$ cat config.mk
export PLATFORM = sky130hd
export DESIGN_NAME = sd_cmd_engine
export DESIGN_NICKNAME = d
export VERILOG_FILES = /design/src/rtl/sd_pkg.sv /design/src/rtl/sd_crc7.sv /design/src/rtl/sd_cmd_engine.sv
export SDC_FILE = /design/constraint.sdc
export NUM_CORES = 1
export LEC_CHECK = 0
export ABC_AREA = 1
export CORE_UTILIZATION = 29
export CTS_CLUSTER_DIAMETER = 60
export CTS_CLUSTER_SIZE = 20
export DETAILED_ROUTE_END_ITERATION = 6
export HOLD_SLACK_MARGIN = 0.02
export PLACE_DENSITY = 0.58
export SLEW_MARGIN = 20
export SYNTH_ARGS = -nofsm -noshare
export SYNTH_HDL_FRONTEND = slang
export SYNTH_SLANG_ARGS = --single-unit
$ cat constraint.sdc
create_clock -name clk -period 4.2 [get_ports clk]
set_input_delay 0.84 -clock clk [delete_from_list [all_inputs] [get_ports clk]]
set_output_delay 0.84 -clock clk [all_outputs]
set_load 0.01 [all_outputs]
$ cat src/rtl/sd_pkg.sv
// Shared encodings for the SD CMD-line engine: response types, FSM states,
// status bit positions and the CRC7 generator polynomial.
package sd_pkg;

    typedef enum logic [1:0] {
        RESP_NONE      = 2'd0,
        RESP_R48       = 2'd1,
        RESP_R48_NOCRC = 2'd2,
        RESP_RSVD      = 2'd3
    } resp_type_e;

    typedef enum logic [2:0] {
        IDLE,
        SEND,
        WAIT,
        RECV,
        GAP,
        DONE
    } state_e;

    localparam int unsigned ST_TIMEOUT = 0;
    localparam int unsigned ST_CRC     = 1;
    localparam int unsigned ST_IDX     = 2;

    // x^7 + x^3 + 1 with the x^7 term implicit
    localparam logic [6:0] CRC7_POLY = 7'h09;

endpackage

$ cat src/rtl/sd_crc7.sv
// Serial CRC7 (x^7+x^3+1) with synchronous clear; one bit folded in per enable.
module sd_crc7
    import sd_pkg::*;
(
    input  logic       clk,
    input  logic       rst,
    input  logic       clr_i,
    input  logic       en_i,
    input  logic       bit_i,
    output logic [6:0] crc_o
);

    logic [6:0] crc_q, crc_d;
    logic       fb;

    assign fb    = bit_i ^ crc_q[6];
    assign crc_o = crc_q;

    always_comb begin
        crc_d = crc_q;
        if (clr_i) begin
            crc_d = '0;
        end else if (en_i) begin
            crc_d = {crc_q[5:0], 1'b0} ^ (fb ? CRC7_POLY : 7'h00);
        end
    end

    always_ff @(posedge clk) begin
        if (rst) begin
            crc_q <= '0;
        end else begin
            crc_q <= crc_d;
        end
    end

endmodule

$ cat src/rtl/sd_cmd_engine.sv
// SD CMD-line sequencer: sd_clk generation, 48-bit command TX with CRC7 and
// 48-bit response capture. Define SD_CMD_CRC_CHECK_EN to enable response CRC/framing checks.
module sd_cmd_engine
    import sd_pkg::*;
#(
    parameter int unsigned CLK_DIV      = 32,
    parameter int unsigned RESP_TIMEOUT = 64,
    parameter int unsigned NCC_CLKS     = 8
) (
    input  logic        clk,
    input  logic        rst,
    input  logic        cmd_valid,
    output logic        cmd_ready,
    input  logic [5:0]  cmd_index,
    input  logic [31:0] cmd_arg,
    input  logic [1:0]  resp_type,
    output logic        resp_valid,
    output logic [5:0]  resp_index,
    output logic [31:0] resp_arg,
    output logic [2:0]  resp_status,
    output logic        busy,
    output logic        sd_clk,
    output logic        sd_cmd_o,
    output logic        sd_cmd_oe,
    input  logic        sd_cmd_i
);

    logic [7:0]  div_q, div_d;
    logic        sdclk_q, sdclk_d;
    state_e      state_q, state_d;
    logic [5:0]  cnt_q, cnt_d;
    logic [15:0] wait_q, wait_d;
    logic [39:0] tx_q, tx_d;
    logic [46:0] rx_q, rx_d;
    logic [5:0]  idx_q, idx_d;
    resp_type_e  rtype_q, rtype_d;
    logic [2:0]  stat_q, stat_d;
    logic        upd_q, upd_d;
    logic        out_q, out_d;
    logic        oe_q, oe_d;
    logic [5:0]  rindex_q, rindex_d;
    logic [31:0] rarg_q, rarg_d;
    logic [2:0]  rstat_q, rstat_d;

    logic        terminal, rise_tick, fall_tick;
    logic        accept, tx_en;
    logic [6:0]  tx_crc;
    logic [2:0]  crc_sel;
    logic        idx_err, crc_err;

    assign terminal  = (div_q == 8'(CLK_DIV - 1));
    assign rise_tick = terminal & ~sdclk_q;
    assign fall_tick = terminal & sdclk_q;
    assign accept    = (state_q == IDLE) & cmd_valid;
    // cnt_q counts bits still to drive; 48..9 are payload, 8..2 CRC, 1 end bit
    assign tx_en     = (state_q == SEND) & fall_tick & (cnt_q > 6'd8);
    assign crc_sel   = 3'(cnt_q - 6'd2);

    sd_crc7 u_tx_crc (
        .clk   (clk),
        .rst   (rst),
        .clr_i (accept),
        .en_i  (tx_en),
        .bit_i (tx_q[39]),
        .crc_o (tx_crc)
    );

`ifdef SD_CMD_CRC_CHECK_EN
    logic       rx_en;
    logic [6:0] rx_crc;

    // Start bit is 0 and leaves a cleared CRC at 0, so only bits 46..8 are fed
    assign rx_en = (state_q == RECV) & rise_tick & (cnt_q > 6'd8);

    sd_crc7 u_rx_crc (
        .clk   (clk),
        .rst   (rst),
        .clr_i (state_q == WAIT),
        .en_i  (rx_en),
        .bit_i (sd_cmd_i),
        .crc_o (rx_crc)
    );

    assign crc_err = rx_q[46] | ~rx_q[0] |
                     ((rtype_q == RESP_R48) & (rx_q[7:1] != rx_crc));
`else
    logic unused_rx;
    assign unused_rx = ^{rx_q[46], rx_q[7:0]};
    assign crc_err   = 1'b0;
`endif

    assign idx_err = (rtype_q == RESP_R48) & (rx_q[45:40] != idx_q);

    always_comb begin
        div_d    = terminal ? 8'd0 : div_q + 8'd1;
        sdclk_d  = sdclk_q ^ terminal;
        state_d  = state_q;
        cnt_d    = cnt_q;
        wait_d   = wait_q;
        tx_d     = tx_q;
        rx_d     = rx_q;
        idx_d    = idx_q;
        rtype_d  = rtype_q;
        stat_d   = stat_q;
        upd_d    = upd_q;
        out_d    = out_q;
        oe_d     = oe_q;
        rindex_d = rindex_q;
        rarg_d   = rarg_q;
        rstat_d  = rstat_q;
        case (state_q)
            IDLE: begin
                if (cmd_valid) begin
                    tx_d    = {2'b01, cmd_index, cmd_arg};
                    idx_d   = cmd_index;
                    rtype_d = (resp_type == RESP_RSVD) ? RESP_NONE : resp_type_e'(resp_type);
                    cnt_d   = 6'd48;
                    state_d = SEND;
                end
            end
            SEND: begin
                if (fall_tick) begin
                    if (cnt_q == 6'd0) begin
                        out_d   = 1'b1;
                        oe_d    = 1'b0;
                        wait_d  = '0;
                        stat_d  = '0;
                        upd_d   = 1'b0;
                        state_d = (rtype_q == RESP_NONE) ? GAP : WAIT;
                    end else begin
                        oe_d  = 1'b1;
                        cnt_d = cnt_q - 6'd1;
                        if (cnt_q > 6'd8) begin
                            out_d = tx_q[39];
                            tx_d  = {tx_q[38:0], 1'b0};
                        end else if (cnt_q > 6'd1) begin
                            out_d = tx_crc[crc_sel];
                        end else begin
                            out_d = 1'b1;
                        end
                    end
                end
            end
            WAIT: begin
                if (rise_tick) begin
                    if (!sd_cmd_i) begin
                        cnt_d   = 6'd47;
                        state_d = RECV;
                    end else if (wait_q == 16'(RESP_TIMEOUT - 1)) begin
                        stat_d[ST_TIMEOUT] = 1'b1;
                        wait_d  = '0;
                        state_d = GAP;
                    end else begin
                        wait_d = wait_q + 16'd1;
                    end
                end
            end
            RECV: begin
                if (cnt_q == 6'd0) begin
                    stat_d[ST_IDX] = idx_err;
                    stat_d[ST_CRC] = crc_err;
                    upd_d   = 1'b1;
                    wait_d  = '0;
                    state_d = GAP;
                end else if (rise_tick) begin
                    rx_d  = {rx_q[45:0], sd_cmd_i};
                    cnt_d = cnt_q - 6'd1;
                end
            end
            GAP: begin
                if (rise_tick) begin
                    if (wait_q == 16'(NCC_CLKS - 1)) begin
                        rstat_d = stat_q;
                        if (upd_q) begin
                            rindex_d = rx_q[45:40];
                            rarg_d   = rx_q[39:8];
                        end
                        state_d = DONE;
                    end else begin
                        wait_d = wait_q + 16'd1;
                    end
                end
            end
            DONE:    state_d = IDLE;
            default: state_d = IDLE;
        endcase
    end

    always_ff @(posedge clk) begin
        if (rst) begin
            div_q    <= '0;
            sdclk_q  <= 1'b0;
            state_q  <= IDLE;
            cnt_q    <= '0;
            wait_q   <= '0;
            tx_q     <= '0;
            rx_q     <= '0;
            idx_q    <= '0;
            rtype_q  <= RESP_NONE;
            stat_q   <= '0;
            upd_q    <= 1'b0;
            out_q    <= 1'b1;
            oe_q     <= 1'b0;
            rindex_q <= '0;
            rarg_q   <= '0;
            rstat_q  <= '0;
        end else begin
            div_q    <= div_d;
            sdclk_q  <= sdclk_d;
            state_q  <= state_d;
            cnt_q    <= cnt_d;
            wait_q   <= wait_d;
            tx_q     <= tx_d;
            rx_q     <= rx_d;
            idx_q    <= idx_d;
            rtype_q  <= rtype_d;
            stat_q   <= stat_d;
            upd_q    <= upd_d;
            out_q    <= out_d;
            oe_q     <= oe_d;
            rindex_q <= rindex_d;
            rarg_q   <= rarg_d;
            rstat_q  <= rstat_d;
        end
    end

    assign cmd_ready   = (state_q == IDLE);
    assign busy        = ~cmd_ready;
    assign resp_valid  = (state_q == DONE);
    assign resp_index  = rindex_q;
    assign resp_arg    = rarg_q;
    assign resp_status = rstat_q;
    assign sd_clk      = sdclk_q;
    assign sd_cmd_o    = out_q;
    assign sd_cmd_oe   = oe_q;

endmodule

==> Word-level counts from Yosys, hierarchy flattened <==
Cells that the tools add are included.
{ "totals": {"regBits": 182, "elab_cells": 137, "input_bits": 44} }
{ "op_classes": {"bitwise_logic": 12, "mux": 52, "add_sub_neg": 4, "order_cmp": 3, "n_eq_ne": 27, "reduce_logical": 21} }
{ "op_table": {"columns": ["operator", "n"], "rows": [
  ["40-bit 2-to-1 mux", 4],
  ["16-bit 2-to-1 mux", 7],
  ["40-bit one-hot mux with 2 select lines", 1],
  ["16-bit one-hot mux with 4 select lines", 1],
  ["6-bit 2-to-1 mux", 7],
  ["3-bit 2-to-1 mux", 12],
  ["2-bit inequality test (second input constant)", 13],
  ["6-bit one-hot mux with 4 select lines", 1],
  ["16-bit by 1-bit adder with 16-bit output (second input constant)", 1],
  ["16-bit by 3-bit == test with 1-bit output (second input constant)", 1],
  ["16-bit by 6-bit == test with 1-bit output (second input constant)", 1],
  ["8-bit AND reduction", 2],
  ["3-bit one-hot mux with 5 select lines", 1],
  ["6-bit AND reduction", 2],
  ["1-bit 2-to-1 mux", 11],
  ["8-bit by 1-bit adder with 8-bit output (second input constant)", 1],
  ["8-bit by 5-bit == test with 1-bit output (second input constant)", 1],
  ["4-bit AND reduction", 2],
  ["4-bit nonzero test", 2],
  ["7-bit bitwise XOR", 1],
  ["1-bit bitwise AND", 6],
  ["3-bit by 2-bit == test with 1-bit output (second input constant)", 2],
  ["3-bit == test (second input constant)", 2],
  ["6-bit by 1-bit > comparator with 1-bit output (second input constant)", 1],
  ["25 further kinds", 36]
]} }

==> Longest topological paths before layout <==
{ "depth": {"ltp_word": 6, "ltp_mapped": 16, "mapped_depth_nobuf": 14} }

==> Cells and area by module <==
Synthesis repeated with hierarchy kept, for this count alone.
{ "unflattened": {"hier_cells": 1260, "area_unflattened_um2": 8440.6} }
{ "modules_own_cells": {"columns": ["module", "instances", "area_per_inst_um2", "cells_per_inst", "seq_area_each_um2"], "rows": [
  ["sd_cmd_engine", 1, 8137.8, 1219, 3463.3],
  ["sd_crc7", 1, 302.8, 41, 140.1]
]} }

==> Worst setup path before layout <==
Ideal clock, no wire load.
{ "synth_path": {"path_type": "register to register", "from": "register div_q[0]", "to": "register wait_q[9]", "slack_ns": 2.128, "required_ns": 4.068, "period_less_slack_ns": 2.072, "setup_ns": 0.132, "n_path_buf": 1, "path_stages_with_launch": 15, "arrival_ns": 1.940, "cell_sequence": "dfxtp_1 -> ha_1 -> nand2_1 -> inv_1 -> nand2_1 -> nor2_1 -> ha_1 -> inv_1 -> nand2_1 -> nand3_1 -> nor2_1 -> nand2_1 -> buf_4 -> nand2_1 -> a21oi_1"} }
{ "synth_between": {"elab_chain_len": 4} }
{ "synth_lines": {"columns": ["element", "line_no", "rtl"], "rows": [
  ["from (decl)", "sd_cmd_engine.sv:28", "logic [7:0] div_q, div_d;"],
  ["from (signal assigned)", "sd_cmd_engine.sv:208", "div_q <= div_d;"],
  ["8-bit by 5-bit == test with 1-bit output (*)", "sd_cmd_engine.sv:51", "assign terminal = (div_q == 8'(CLK_DIV - 1));"],
  ["1-bit bitwise AND (on tied branches)", "sd_cmd_engine.sv:53, sd_cmd_engine.sv:52", null],
  ["2-bit inequality test (no source line)", null, null],
  ["6-bit AND reduction (no source line) (*)", null, null],
  ["to (signal assigned)", "sd_cmd_engine.sv:212", "wait_q <= wait_d;"],
  ["to (decl)", "sd_cmd_engine.sv:32", "logic [15:0] wait_q, wait_d;"]
]} }
Every way passes the cells marked *; elsewhere a longest branch is shown, timed or not.
A chain may end at the register's enable or synchronous reset.

==> Worst setup path after layout <==
{ "layout_path": {"from": "register cnt_q[0]", "to": "register rx_q[0]"} }
{ "layout_between": {"elab_chain_len": 3} }
{ "layout_lines": {"columns": ["element", "line_no", "rtl"], "rows": [
  ["from (decl)", "sd_cmd_engine.sv:31", "logic [5:0] cnt_q, cnt_d;"],
  ["from (signal assigned)", "sd_cmd_engine.sv:211", "cnt_q <= cnt_d;"],
  ["6-bit zero test", "sd_cmd_engine.sv:159", "if (cnt_q == 6'd0) begin"],
  ["1-bit NOT (no source line)", null, null],
  ["3-bit AND reduction (no source line)", null, null],
  ["to (signal assigned)", "sd_cmd_engine.sv:214", "rx_q <= rx_d;"],
  ["to (decl)", "sd_cmd_engine.sv:34", "logic [46:0] rx_q, rx_d;"]
]} }
Every way passes these cells.

==> impl_metrics.toml <==
[setup_path]
crit_type = "reg -> reg"
slowest_delay_ns = 0.80
r2r_slack_ns = 1.17
critical_path.endpoint_type = "flip-flop"
worstRegToRegCells = 9
critPathTopFamily = "buffers and inverters"
critPathBufInv = 3
timing.rr.end = "rx_q[0]$_SDFFE_PP0P_"
crit-reg2reg-launch = "cnt_q[0]$_SDFFE_PP0P_"
cp_data_arrival_time_ns = 3.38
crit_required_ns = 4.55
critical_path.cell_chain = "inv_1 > ha_1 > nand3_1 > nand3_1 > inv_1 > nand2_2 > inv_2 > o21ai_0 > a21oi_1"
worst-path-max-fanout = 47
critPathLaunch = "cnt_q[0]$_SDFFE_PP0P_"
slowest_stage = "inv_2"
critical_path.startpoint_type = "flip-flop"

[global_routing]
grt_remaining_overflow = 0
antenna_found_initial = 0
grt_pass1_wl_um = 33800
vias_in_the_first_global_route = 6855
track_usage_pct = 14.17
grt_start_max_net_pins = 54

[placed_design]
finalWeightedCongestion = 0.8474
dp_cells = 1698
port_buffers = 89
placement.cell_area_um2 = 9543
detailedPlacementHpwl_um = 13540

[cells_and_area]
final_layout_size_suffix_gt1_share_pct = 4.808
antennaDiodeCount = 0
finish.instance_area_um2 = 10180
area_growth_syn_to_layout_pct = 21.23
multiInputGateArea_um2 = 3974
final.fill_count = 3006
finish.cell_count_without_fillers = 1730
final_nets = 1392
area.sequential_um2 = 3603

[detailed_routing]
drc = 0
detailedRoute.firstIterationViolations = 559
routed-via-count = 7765
drt-vias-per-instance = 4.488
detailedRoute.firstPassIterationCount = 6
avgRoutedWirePerCell_um = 11.70
detail-route-antenna-nets = 0
postRouteWirelength_um = 20250

[floorplanning]
die_height_um = 172.2
floorplan.initialDensity_pct = 29.81
core_region_area_um2 = 28160
pin_count = 91
floorplan.die.width_um = 172.2
design.die.area_um2 = 29640
placementRows = 61

[logic_synthesis]
top_area_cells_in_the_synthesized_netlist = "dfxtp_1 (43%), nand2_1 (13%), nor2_1 (12%)"
syn_area_um2 = 8397
synth_largest_area_cell = "dfxtp_1"
ys_ff_latch = 180
number_of_distinct_library_cells_after_synthesis = 36
post-synth-top-area-fraction_pct = 42.91
syn_avg_cell_area_um2 = 6.540
ys_seq_area_share_pct = 42.91
synth_cells = 1284
syn_nets = 1337
synth.yosys.warnings = 0

[min_path]
holdCritPathClass = "reg -> reg"
min_path_cells = 1
worst_hold_startpoint = "div_q[0]$_SDFF_PP0_"
whs_endpoint = "div_q[0]$_SDFF_PP0_"

[pwr]
powerDensity_nw_per_um2 = 543.3
p_leak_nw = 4.212
vdd.ir_drop.worst_mv = 0.3667

[sta]
setup_clock_skew_after_layout_ns = 0.01985
timing.final.crit_period_ns = 3.026
finalMaxSlewViolations = 0
achievable_clock_frequency_mhz = 330.5
timing.final.setup_violations = 0
post_route_clock_period_utilization_pct = 72.05
setup_total_negative_slack_ns = 0
final_hold_viol_count = 0
max-slew-margin-rel_pct = 37.05
grt_setup_unrepaired = "false"
worstMarginPinSlew_ns = 0.9410

[run_status]
run_status = "complete, no violations"

[clocking]
number_of_buffers_added_to_fix_hold_violations_after_cts = 0
cts_tree = "built"
post-cts-setup-buffers = 0
clkSlewWorstSetupHoldPaths_ns = 0.07
cts.repair.resized = 0
number_of_sinks_handled_by_clock_tree_synthesis = 180
htreeDepth = 4
cts.path.max_buffers = 2
cts_made_buffers = 17
cts-root-buf = "clkbuf_16"
worst_skew_pair.late_latency_ns = 0.44

[run]
timing.max_cap.violations = 0
## cells in the mapped netlist, drive strengths merged
cell / n
nand2: 301
nor2: 281
dfxtp: 180
o21ai: 152
inv: 142
a21oi: 53
nand3: 51
clkbuf: 37
buf: 25
nand4: 13
nor3: 11
xor2: 10
ha: 9
xnor2: 3
o211ai: 2
o22ai: 2
or2: 2
a21boi: 1
a22oi: 1
a31oi: 1
conb: 1
nand3b: 1
nor3b: 1
nor4: 1
o21bai: 1
o31ai: 1
o41ai: 1
## cell usage in the layout (no fill, tap or decap), drive strengths merged
cell type and instances:
o211ai 2, ha 9, nand2 301, o31ai 1, a21boi 1, nor3b 1
clkdlybuf4s50 89, o22ai 2, xor2 10, nor2 281, nor3 11, or2 2
conb 1, inv 150, a31oi 1, buf 9, a22oi 1, o21ai 152
nand3b 1, nand3 51, nor4 1, xnor2 3, a21oi 53, dfxtp 180
clkinv 7, clkbuf 17, nand4 13, o41ai 1, o21bai 1
## worst register-to-register path: stages (launching register included)
cell     delay [ns]
dfxtp_1        0.51
inv_1          0.13
ha_1           0.27
nand3_1        0.28
nand3_1        0.12
inv_1          0.10
nand2_2        0.43
inv_2          0.81
o21ai_0        0.17
a21oi_1        0.14
## how the worst max path moves through the flow
| stage | to | slack, ns | cells after the start |
|---|---|---|---|
| after floorplan | wait_q[9]$_SDFFE_PP0P_ | 2.13 | 14 |
| after global placement | rx_q[0]$_SDFFE_PP0P_ | 1.25 | 9 |
| after detailed placement | rx_q[41]$_SDFFE_PP0P_ | 1.19 | 9 |
| after CTS | rx_q[0]$_SDFFE_PP0P_ | 1.16 | 9 |
| after global routing | rx_q[41]$_SDFFE_PP0P_ | 0.87 | 9 |
| final | rx_q[0]$_SDFFE_PP0P_ | 1.17 | 9 |
## report_power, final
part           leakage [nW]  switching (mW)  internal (mW)
Sequential             1.46           0.136           1.91
Combinational          2.44            1.23          0.567
Clock                 0.306           0.855          0.835
## per-stage QoR
step / total power [mW] / hold slack [ns] / worst slack [ns] / util, %
after floorplan: 3.483 / 0.4175 / 2.128 / -
after global placement: 3.871 / 0.4334 / 1.252 / 33.88
after detailed placement: 3.889 / 0.4396 / 1.195 / 33.88
after CTS: 5.597 / 0.4518 / 1.161 / 36.15
after global routing: 5.954 / 0.4750 / 0.8657 / 36.15
final: 5.531 / 0.4475 / 1.174 / 36.15
## sequential cells by signal, summed over array words and instances, names as in the netlist
signal and cells:
cnt_q 6, div_q 8, idx_q 6, resp_arg 32, resp_index 6, resp_status 2
rtype_q 2, rx_q 46, sd_clk 1, sd_cmd_o 1, sd_cmd_oe 1, stat_q 2
state_q 3, tx_q 40, u_tx_crc.crc_o 7, upd_q 1, wait_q 16
## metal layers
layer / vias to the layer above / GRT usage [%] / wire length (µm)
li1: 4127 / - / -
met1: 3456 / 19.52 / 10350
met2: 165 / 22.41 / 8828
met3: 17 / 2.472 / 821
met4: 0 / 4.309 / 245
met5: - / 0 / 0
## cell families (layout without fill, tap and decap cells)
group / count (synthesis) / after routing / share of synthesized area, %
xor+xnor: 13 / 13 / 1.356
simple gates: 662 / 662 / 31.47
fa+ha+maj: 9 / 9 / 1.341
flops: 180 / 180 / 42.91
compound gates: 215 / 215 / 13.08
other cells: 1 / 1 / 0.04466
buf+inv: 204 / 272 / 9.790
## cell type report
type / count / share of cell area, %
Sequential cell: 180 / 35.40
Timing Repair Buffer: 98 / 9.415
Tap cell: 378 / 4.646
Clock inverter: 15 / 2.077
Clock buffer: 17 / 4.179
Multi-Input combinational cell: 900 / 39.04
Inverter: 142 / 5.248
Power figures use the tool's default switching activity.
